**src/rtl/ifq_pkg.sv**
```systemverilog
// Shared types and constants for the instruction fetch queue.
package ifq_pkg;

  localparam logic [31:0] IFQ_RESET_PC = 32'h0000_0000;
  localparam logic [31:0] IFQ_NOP      = 32'h0000_0000;

  typedef enum logic {
    RUN   = 1'b0,
    FLUSH = 1'b1
  } fetch_state_t;

  typedef struct packed {
    logic [31:0] instr;
    logic [31:0] pc;
  } ifq_entry_t;

endpackage

```
**src/rtl/instr_fetch_queue_if.sv**
```systemverilog
// Bus bundle between the fetch queue, instruction memory and the core.
// master: the fetch queue side. slave: the memory/core side.
interface instr_fetch_queue_if #(
  parameter int AW = 16
);

  logic          imem_req;
  logic [AW-1:0] imem_addr;
  logic          imem_gnt;
  logic          imem_rvalid;
  logic [31:0]   imem_rdata;

  logic [31:0]   instr_out;
  logic [31:0]   instr_pc;
  logic          instr_valid;
  logic          instr_ready;

  modport master (
    output imem_req, imem_addr,
    input  imem_gnt, imem_rvalid, imem_rdata,
    output instr_out, instr_pc, instr_valid,
    input  instr_ready
  );

  modport slave (
    input  imem_req, imem_addr,
    output imem_gnt, imem_rvalid, imem_rdata,
    input  instr_out, instr_pc, instr_valid,
    output instr_ready
  );

endinterface

```
**src/rtl/ifq_fifo.sv**
```systemverilog
// Synchronous FIFO holding fetched instructions with their PC tags.
// clear discards all entries and has priority over push and pop.
module ifq_fifo
  import ifq_pkg::*;
#(
  parameter int  DEPTH = 4,
  parameter type T     = ifq_entry_t
) (
  input  logic                   clk,
  input  logic                   rst_n,
  input  logic                   push,
  input  T                       din,
  input  logic                   pop,
  input  logic                   clear,
  output T                       dout,
  output logic                   full,
  output logic                   empty,
  output logic [$clog2(DEPTH):0] count
);

  localparam int PW = $clog2(DEPTH);

  T               mem [DEPTH];
  logic [PW-1:0]  wr_ptr;
  logic [PW-1:0]  rd_ptr;
  logic           do_push;
  logic           do_pop;

  assign full    = (count == (PW+1)'(DEPTH));
  assign empty   = (count == '0);
  assign do_push = push && !full;
  assign do_pop  = pop && !empty;
  assign dout    = mem[rd_ptr];

  // Pointer and occupancy tracking; clear empties the queue in one cycle.
  always_ff @(posedge clk or negedge rst_n) begin
    if (!rst_n) begin
      wr_ptr <= '0;
      rd_ptr <= '0;
      count  <= '0;
    end else if (clear) begin
      wr_ptr <= '0;
      rd_ptr <= '0;
      count  <= '0;
    end else begin
      if (do_push) wr_ptr <= wr_ptr + PW'(1);
      if (do_pop)  rd_ptr <= rd_ptr + PW'(1);
      count <= count + (PW+1)'(do_push) - (PW+1)'(do_pop);
    end
  end

  // Entry storage; contents need no reset since count gates visibility.
  always_ff @(posedge clk) begin
    if (do_push && !clear) mem[wr_ptr] <= din;
  end

endmodule

```
**src/rtl/instr_fetch_queue.sv**
```systemverilog
// Instruction fetch queue: issues sequential word reads to instruction
// memory, buffers returned words and hands them to the core one per cycle.
// A redirect flushes the queue and drops responses still in flight.
// Build option: define IFQ_BYPASS_EN to forward a response straight to
// the core when the queue is empty (zero-cycle latency).
//
// state | meaning
// RUN   | normal fetch, every response is kept
// FLUSH | responses issued before the last redirect are being dropped
module instr_fetch_queue
  import ifq_pkg::*;
#(
  parameter int          DEPTH    = 4,
  parameter int          MAX_OUT  = 2,
  parameter logic [31:0] RESET_PC = IFQ_RESET_PC,
  parameter int          AW       = 16
) (
  input  logic        clk,
  input  logic        rst_n,
  input  logic [31:0] pc_in,
  input  logic        pc_redirect,
  instr_fetch_queue_if.master bus
);

  localparam int CW = $clog2(DEPTH) + 1;
  typedef logic [CW-1:0] cnt_t;

  fetch_state_t state;
  cnt_t         outstanding;
  cnt_t         discard;
  cnt_t         fifo_count;
  cnt_t         count_next;
  cnt_t         out_next;
  cnt_t         discard_next;
  logic [31:0]  fetch_addr;
  logic [31:0]  resp_pc;
  logic         req_q;
  logic         req_next;
  logic         gnt_fire;
  logic         rsp_keep;
  logic         rsp_drop;
  logic         bypass_act;
  logic         bypass_take;
  logic         fifo_push;
  logic         fifo_pop;
  logic         fifo_full;
  logic         fifo_empty;
  ifq_entry_t   push_entry;
  ifq_entry_t   head;

  assign push_entry = '{instr: bus.imem_rdata, pc: resp_pc};

  ifq_fifo #(
    .DEPTH (DEPTH),
    .T     (ifq_entry_t)
  ) u_fifo (
    .clk   (clk),
    .rst_n (rst_n),
    .push  (fifo_push),
    .din   (push_entry),
    .pop   (fifo_pop),
    .clear (pc_redirect),
    .dout  (head),
    .full  (fifo_full),
    .empty (fifo_empty),
    .count (fifo_count)
  );

  // Next-cycle accounting of queue, in-flight and discard counters.
  always_comb begin
    gnt_fire = req_q && bus.imem_gnt;
    rsp_drop = bus.imem_rvalid && (discard != '0);
    rsp_keep = bus.imem_rvalid && (discard == '0);
`ifdef IFQ_BYPASS_EN
    bypass_act = rsp_keep && fifo_empty && !pc_redirect;
`else
    bypass_act = 1'b0;
`endif
    bypass_take = bypass_act && bus.instr_ready;
    fifo_push   = rsp_keep && !bypass_take && !fifo_full && !pc_redirect;
    fifo_pop    = !fifo_empty && bus.instr_ready && !pc_redirect;
    out_next    = outstanding + cnt_t'(gnt_fire) - cnt_t'(bus.imem_rvalid);
    count_next  = pc_redirect ? '0
                : fifo_count + cnt_t'(fifo_push) - cnt_t'(fifo_pop);
    // Every response still owed after a redirect belongs to the old path,
    // including one granted in the redirect cycle itself.
    if (pc_redirect)   discard_next = out_next;
    else if (rsp_drop) discard_next = discard - cnt_t'(1);
    else               discard_next = discard;
    // Reserving queue space for every in-flight request guarantees a
    // response never meets a full queue.
    req_next = ((int'(count_next) + int'(out_next)) < DEPTH) &&
               (int'(out_next) < MAX_OUT);
    if (req_q && !gnt_fire) req_next = 1'b1;
  end

  // Fetch FSM with its counters, fetch/response PCs and registered request.
  always_ff @(posedge clk or negedge rst_n) begin
    if (!rst_n) begin
      state       <= RUN;
      outstanding <= '0;
      discard     <= '0;
      fetch_addr  <= RESET_PC;
      resp_pc     <= RESET_PC;
      req_q       <= 1'b0;
    end else begin
      outstanding <= out_next;
      discard     <= discard_next;
      req_q       <= req_next;

      if (pc_redirect)   fetch_addr <= pc_in;
      else if (gnt_fire) fetch_addr <= fetch_addr + 32'd1;

      if (pc_redirect)   resp_pc <= pc_in;
      else if (rsp_keep) resp_pc <= resp_pc + 32'd1;

      if (pc_redirect)
        state <= (out_next != '0) ? FLUSH : RUN;
      else if (state == FLUSH && discard_next == '0)
        state <= RUN;
    end
  end

  assign bus.imem_req    = req_q;
  assign bus.imem_addr   = fetch_addr[AW-1:0];
  assign bus.instr_valid = bypass_act || !fifo_empty;
  assign bus.instr_out   = bypass_act ? bus.imem_rdata
                         : (!fifo_empty ? head.instr : IFQ_NOP);
  assign bus.instr_pc    = bypass_act ? resp_pc
                         : (!fifo_empty ? head.pc : 32'h0);

endmodule

```
**src/flat_wrapper.sv**
```systemverilog
// flat-port wrapper written by rule: the top's interface ports become plain ports
module instr_fetch_queue_flat import ifq_pkg::*;
#(
  parameter int          DEPTH    = 4,
  parameter int          MAX_OUT  = 2,
  parameter logic [31:0] RESET_PC = IFQ_RESET_PC,
  parameter int          AW       = 16
)
  (clk, rst_n, pc_in, pc_redirect, bus_imem_req, bus_imem_addr, bus_imem_gnt, bus_imem_rvalid, bus_imem_rdata, bus_instr_out, bus_instr_pc, bus_instr_valid, bus_instr_ready);
  instr_fetch_queue_if #(.AW(AW)) bus_i ();
  input  logic clk;
  input  logic rst_n;
  input  logic [31:0] pc_in;
  input  logic pc_redirect;
  output wire logic [$bits(bus_i.imem_req)-1:0] bus_imem_req;
  output wire logic [$bits(bus_i.imem_addr)-1:0] bus_imem_addr;
  input wire logic [$bits(bus_i.imem_gnt)-1:0] bus_imem_gnt;
  input wire logic [$bits(bus_i.imem_rvalid)-1:0] bus_imem_rvalid;
  input wire logic [$bits(bus_i.imem_rdata)-1:0] bus_imem_rdata;
  output wire logic [$bits(bus_i.instr_out)-1:0] bus_instr_out;
  output wire logic [$bits(bus_i.instr_pc)-1:0] bus_instr_pc;
  output wire logic [$bits(bus_i.instr_valid)-1:0] bus_instr_valid;
  input wire logic [$bits(bus_i.instr_ready)-1:0] bus_instr_ready;
  assign bus_imem_req = bus_i.imem_req;
  assign bus_imem_addr = bus_i.imem_addr;
  assign bus_i.imem_gnt = bus_imem_gnt;
  assign bus_i.imem_rvalid = bus_imem_rvalid;
  assign bus_i.imem_rdata = bus_imem_rdata;
  assign bus_instr_out = bus_i.instr_out;
  assign bus_instr_pc = bus_i.instr_pc;
  assign bus_instr_valid = bus_i.instr_valid;
  assign bus_i.instr_ready = bus_instr_ready;
  instr_fetch_queue #(.DEPTH(DEPTH), .MAX_OUT(MAX_OUT), .RESET_PC(RESET_PC), .AW(AW)) u_core (.clk(clk), .rst_n(rst_n), .pc_in(pc_in), .pc_redirect(pc_redirect), .bus(bus_i));
endmodule
```
**config.mk**
```make
export PLATFORM = sky130hd
export DESIGN_NAME = instr_fetch_queue_flat
export DESIGN_NICKNAME = d
export VERILOG_FILES = /design/src/rtl/ifq_pkg.sv /design/src/rtl/instr_fetch_queue_if.sv /design/src/rtl/ifq_fifo.sv /design/src/rtl/instr_fetch_queue.sv /design/src/flat_wrapper.sv
export SDC_FILE = /design/constraint.sdc
export NUM_CORES = 1
export LEC_CHECK = 0
export ABC_AREA = 1
export CAP_MARGIN = 25
export CORE_ASPECT_RATIO = 1.5
export CORE_MARGIN = 10
export CORE_UTILIZATION = 51
export CTS_CLUSTER_DIAMETER = 200
export DETAILED_ROUTE_END_ITERATION = 6
export GPL_TIMING_DRIVEN = 0
export PLACE_DENSITY = 0.83
export SKIP_LAST_GASP = 1
export SYNTH_ARGS = -nofsm -noshare
export SYNTH_HDL_FRONTEND = slang
export SYNTH_SLANG_ARGS = --single-unit
```
**constraint.sdc**
```tcl
create_clock -name clk -period 4 [get_ports clk]
set_input_delay 1.2 -clock clk [delete_from_list [all_inputs] [get_ports clk]]
set_output_delay 1.2 -clock clk [all_outputs]
set_load 0.01 [all_outputs]
```
======== Word level (Yosys, flattened, before mapping) ========
Memories as Yosys holds them, arrays and structs flattened.
Cells that the tools add are included.
storage, ports and cells
  word-level logic and storage cells ...... 65
  bits in writable memories ............... 256
  bits in registers ....................... 78
  memories ................................ 1
  input port bits ......................... 70
  output and inout port bits .............. 82
memory list
  name               depth  bits a word  rd ports  clocked after memory_dff  wr ports  RTL line        RTL
  u_core.u_fifo.mem  4      64           1         0                         1         ifq_fifo.sv:23  T mem [DEPTH];
cells by class
  mux-type cells .......................... 17
  order comparisons ....................... 2
  equal/unequal tests ..................... 1
  $add $sub $neg .......................... 12
  reduce and logical (&&, ||, !) cells .... 24
operators with widths
  operator                                                                       count
  32-bit 2-to-1 mux                                                              6
  32-bit by 1-bit adder with 32-bit output, second input constant                2
  32-bit by 4-bit less-than comparator with 1-bit output, second input constant  1
  1-bit logical AND                                                              12
  3-bit 2-to-1 mux                                                               4
  2-bit nonzero test                                                             5
  3-bit by 1-bit adder with 3-bit output                                         3
  3-bit by 1-bit subtractor with 3-bit output                                    3
  2-bit 2-to-1 mux                                                               4
  3-bit zero test                                                                2
  2-bit by 1-bit adder with 2-bit output, second input constant                  2
  3-bit by 3-bit adder with 4-bit output                                         1
  1-bit zero test                                                                4
  3-bit equality test, second input constant                                     1
  3-bit by 2-bit less-than comparator with 1-bit output, second input constant   1
  1-bit 2-to-1 mux                                                               3
  3-bit nonzero test                                                             1
  3-bit by 1-bit subtractor with 3-bit output, second input constant             1

======== Longest topological paths before layout ========
  word-level depth ........................ 11
  gate-level depth with buffers ........... 15

======== Cells and area by module ========
Synthesis repeated with hierarchy kept, for this count alone.
second synthesis, totals
  cells, all modules ...................... 1404
  area total of the unflattened synthesis .. 14478.9 µm²
modules (own cells, without submodules)
  module             area each (µm²)  instances  seq. area each (µm²)  cells each
  ifq_fifo           10049.6          1          7862.5                682
  instr_fetch_queue  4429.2           1          1376.3                722

======== Worst setup path before layout ========
OpenSTA, ideal clock, no wires.
  path type ............................... in2reg
  from .................................... in pc_redirect
  to ...................................... mem u_core.u_fifo.mem[0][0] in the netlist's numbering, enable pin
  setup time .............................. 486 ps
  data arrival time ....................... 4378 ps
  path slack .............................. -864 ps
  stages .................................. 4
  cells stage by stage .................... buf_2 > nor2_4 > o31ai_2 > nor2_1
on the way
  cells in the longest elaborated chain, start to end .. 6
ends and longest elaborated chain
  what                                      RTL line                                 RTL
  from (decl)                               flat_wrapper.sv:14                       input logic pc_redirect;
  1-bit zero test *                         ifq_fifo.sv:54, instr_fetch_queue.sv:80
  1-bit logical AND                         instr_fetch_queue.sv:80                  fifo_push = rsp_keep && !bypass_take && !fifo_full && !pc_redirect;
  1-bit logical AND                         ifq_fifo.sv:31                           assign do_push = push && !full;
  1-bit logical AND *                       ifq_fifo.sv:54                           if (do_push && !clear) mem[wr_ptr] <= din;
  1-bit 2-to-1 mux *                        ifq_fifo.sv:54
  1-bit 2-to-1 mux (implied by the code) *  ifq_fifo.sv:54
  to (decl)                                 ifq_fifo.sv:23
Every way passes the cells marked *; elsewhere a longest branch is shown, timed or not.

======== Worst setup path in the final report ========
  from .................................... reg u_core.u_fifo.rd_ptr[0]
  to ...................................... out bus_instr_pc[12]
on the way
  cells in the longest elaborated chain, start to end .. 2
ends and longest elaborated chain
  what                    RTL line                  RTL
  from (decl)             ifq_fifo.sv:25            logic [PW-1:0] rd_ptr;
  from (signal assigned)  ifq_fifo.sv:47            if (do_pop) rd_ptr <= rd_ptr + PW'(1);
  memory read 4 x 64 bit  -
  32-bit 2-to-1 mux       instr_fetch_queue.sv:130  : (!fifo_empty ? head.pc : 32'h0);
  to (decl)               flat_wrapper.sv:21        output wire logic [$bits(bus_i.instr_pc)-1:0] bus_instr_pc;
No other way between the ends.

==> flow_summary.json <==
{
  "wl_per_cell_um": 18.98,
  "dr.pass1.iters": 6,
  "p_per_area_nw_per_um2": 601.7,
  "rows": 74,
  "areaGrowthSynthToFinish_pct": 22.68,
  "finalCriticalPeriod_ps": 3945,
  "cts_buffers": 28,
  "setup_violations": 0,
  "netlist_area_um2": 14100,
  "first_iter_violations": 933,
  "ys_types": 39,
  "n_antenna_cell": 0,
  "final.setup.tns_ps": 0,
  "startpoint_type": "flip-flop",
  "start_util_pct": 51.80,
  "clock_sinks": 318,
  "final_nets": 1650,
  "hold_viol_final": 0,
  "rsz0062_at_grt": "true",
  "relSlewSlack_pct": 30.74,
  "antenna_found_initial": 0,
  "drv_cap": 0,
  "status": "finished, final reports clean",
  "die_area_um2": 34830,
  "yosysWarnings": 0,
  "design_area_um2": 17300,
  "grt_max_degree": 63,
  "syn_avg_cell_area_um2": 10.28,
  "port_buffers": 151,
  "wl_mm": 36.54,
  "required_ps": 2800,
  "drive_gt1_share_pct": 7.896,
  "grt_pass1_vias": 10890,
  "grtUsageTotal_pct": 20.48,
  "dp_hpwl_mm": 25.43,
  "ir_drop_v": 0.0004313,
  "grt-ovfl-total": 0,
  "critPathKind": "flip-flop to primary output",
  "globalplace.congestion": 0.9222,
  "die_h_um": 223.6,
  "htreeDepth": 1,
  "postLayoutCoreUtil_pct": 63.55,
  "grt_pass1_wl_mm": 57.24,
  "fmax_mhz": 253.5,
  "yosysSeqAreaShare_pct": 65.52,
  "worst_ep_arrival_time_ps": 2740,
  "hold_buffers": 0,
  "final_antenna_net_count": 0,
  "ys_ff_latch": 318,
  "die_w_um": 155.8,
  "cts_tree": "built",
  "num_vias": 10620,
  "worstMarginPinSlew_ps": 1033,
  "hp-class": "flip-flop to flip-flop",
  "cts.path.max_buffers": 3,
  "clockRootBuffer": "clkbuf_16",
  "path_max_fanout": 10,
  "placed_area_um2": 16240,
  "clkTransAtPathRegs_ps": 60,
  "synthesis.nets": 1460,
  "core-area_um2": 27220,
  "top_level_ports": 152,
  "fin_crit_sh_pct": 98.62,
  "drv_slew": 0,
  "via_per_inst": 5.518,
  "syn_inst": 1371,
  "fill_cells": 2087,
  "skew_ps": 18.63,
  "p_leak_nw": 6.529,
  "end_kind": "primary output",
  "clk_latency_ps": 560,
  "post-route-drc-count": 0,
  "power_mw": 10.41
}
-- layer usage --
layer / vias to the layer above / share of wire, % / GRT usage, %
met3: 89 / 6.7 / 3.241
met1: 5034 / 37 / 23.17
met2: 462 / 52 / 36.45
met4: 0 / 4.5 / 10.26
met5: - / 0 / 0
li1: 5037 / - / -
-- layout make-up --
| class | count | area, um^2 | area share (%) |
|---|---|---|---|
| buffer | 56 | 270.3 | 1.562 |
| clock buffer | 42 | 824.5 | 4.767 |
| clock inverter | 10 | 187.7 | 1.085 |
| inverter | 103 | 386.6 | 2.235 |
| multi-input combinational | 892 | 4255 | 24.60 |
| sequential | 318 | 9239 | 53.41 |
| tap | 342 | 427.9 | 2.474 |
| timing repair buffer | 162 | 1707 | 9.866 |
-- cell families after synthesis --
group,count (synthesis),share of synthesized area [%]
buffers and inverters,161,4.535
adders and majority gates,19,1.846
DFF,318,65.52
AOI/OAI and AO/OA,270,10.15
and+or+nand+nor,595,17.45
xor gates and xnor gates,8,0.4970
-- state kept, by name, summed over array words and instances, names as in the netlist --
signal / count
u_core.u_fifo.count: 3
u_core.u_fifo.mem: 256
u_core.u_fifo.rd_ptr: 2
u_core.outstanding: 3
u_core.bus.imem_req: 1
u_core.fetch_addr: 16
u_core.resp_pc: 32
u_core.u_fifo.wr_ptr: 2
u_core.discard: 3
-- stage by stage --
step / worst slack, ps / hold slack (ps) / std cells
final: 55.33 / 529.5 / 1925
after global placement: -3543 / 502.0 / 1864
after floorplan: -864.5 / 496.7 / 1371
after CTS: -33.52 / 532.0 / 1924
after global routing: -47.33 / 559.2 / 1925
after detailed placement: -478.2 / 511.6 / 1872
-- power breakdown --
| group | internal [mW] | switching (mW) | leakage (nW) | total [mW] |
|---|---|---|---|---|
| Combinational | 1.38 | 2.00 | 2.96 | 3.38 |
| Clock | 1.75 | 1.19 | 0.491 | 2.94 |
| Sequential | 3.85 | 0.239 | 3.07 | 4.09 |
| Total | 6.98 | 3.43 | 6.53 | 10.4 |
-- cell usage after synthesis, drive strengths merged --
cell,number,area [um^2]
dfrtp,62,1551
o211ai,11,82.58
o31ai,3,27.52
o21ai,164,820.8
clkinv,1,3.750
o21bai,5,37.54
nor3,8,45.04
edfxtp,256,7687
ha,16,200.2
o221ai,3,26.28
o22ai,1,6.260
a21oi,77,385.4
nand3,63,325.3
nand2,191,739.5
a31oi,2,12.51
nor2,329,1324
a22oi,2,15.01
clkbuf,20,75.07
xor2,8,70.07
nand3b,1,7.510
fa,3,60.06
a22o,1,8.760
inv,102,382.9
buf,38,177.7
or3,1,6.260
nand4,2,12.51
o311ai,1,8.760
-- worst max-delay path, cell delays in order (launching register included) --
cell	delay (ps)
dfrtp_1	440
clkbuf_4	270
buf_2	260
nor2_1	80
nor2_1	110
o21ai_0	180
a21oi_2	270
clkdlybuf4s50_1	590
-- timing repair --
action,in CTS,in global routing
pin swaps,0,1
setup endpoints to repair,8,45
hold endpoints to repair,0,0
buffers inserted,0,3
resized for setup,4,22
-- cells in the final DEF (no fill, tap or decap), types with 2 or more instances in the layout --
master / count
clkbuf_2: 13
o211ai_1: 11
a31oi_1: 2
ha_1: 16
o21ai_0: 161
inv_1: 97
nand2_1: 186
inv_2: 5
nor2_2: 5
nand3_2: 2
nand4_1: 2
clkdlybuf4s50_1: 150
edfxtp_1: 256
buf_12: 6
clkbuf_4: 4
o221ai_1: 3
o31ai_1: 2
fa_1: 3
buf_4: 5
buf_1: 8
buf_16: 2
xor2_1: 8
dfrtp_1: 62
nor2_1: 311
nor3_1: 7
bufinv_16: 5
clkbuf_16: 29
nor2_4: 12
o21ai_1: 3
buf_2: 20
clkbuf_1: 18
o21bai_1: 5
nand2_4: 2
nand3_1: 61
a22oi_1: 2
clkinv_1: 3
clkbuf_8: 5
nand2_2: 3
a21oi_1: 76
-- path summary, 6_finish.rpt --
kind                            slack, ps                           startpoint  cells after the start                                end
worst max-delay path                   60  u_core.u_fifo.rd_ptr[0]$_DFFE_PN0P_                      7                   bus_instr_pc[12]
worst min-delay path                  530        u_core.bus.imem_req$_DFF_PN0_                      2      u_core.bus.imem_req$_DFF_PN0_
worst min register to register        530        u_core.bus.imem_req$_DFF_PN0_                      2      u_core.bus.imem_req$_DFF_PN0_
max in group asynchronous            2690                                rst_n                      1  u_core.fetch_addr[12]$_DFFE_PN0P_
min in group asynchronous             740                                rst_n                      1   u_core.u_fifo.count[0]$_DFF_PN0_
worst max register to register        630        u_core.discard[0]$_DFFE_PN0P_                     15      u_core.bus.imem_req$_DFF_PN0_
Note: power is estimated with default switching activity, not from simulation.
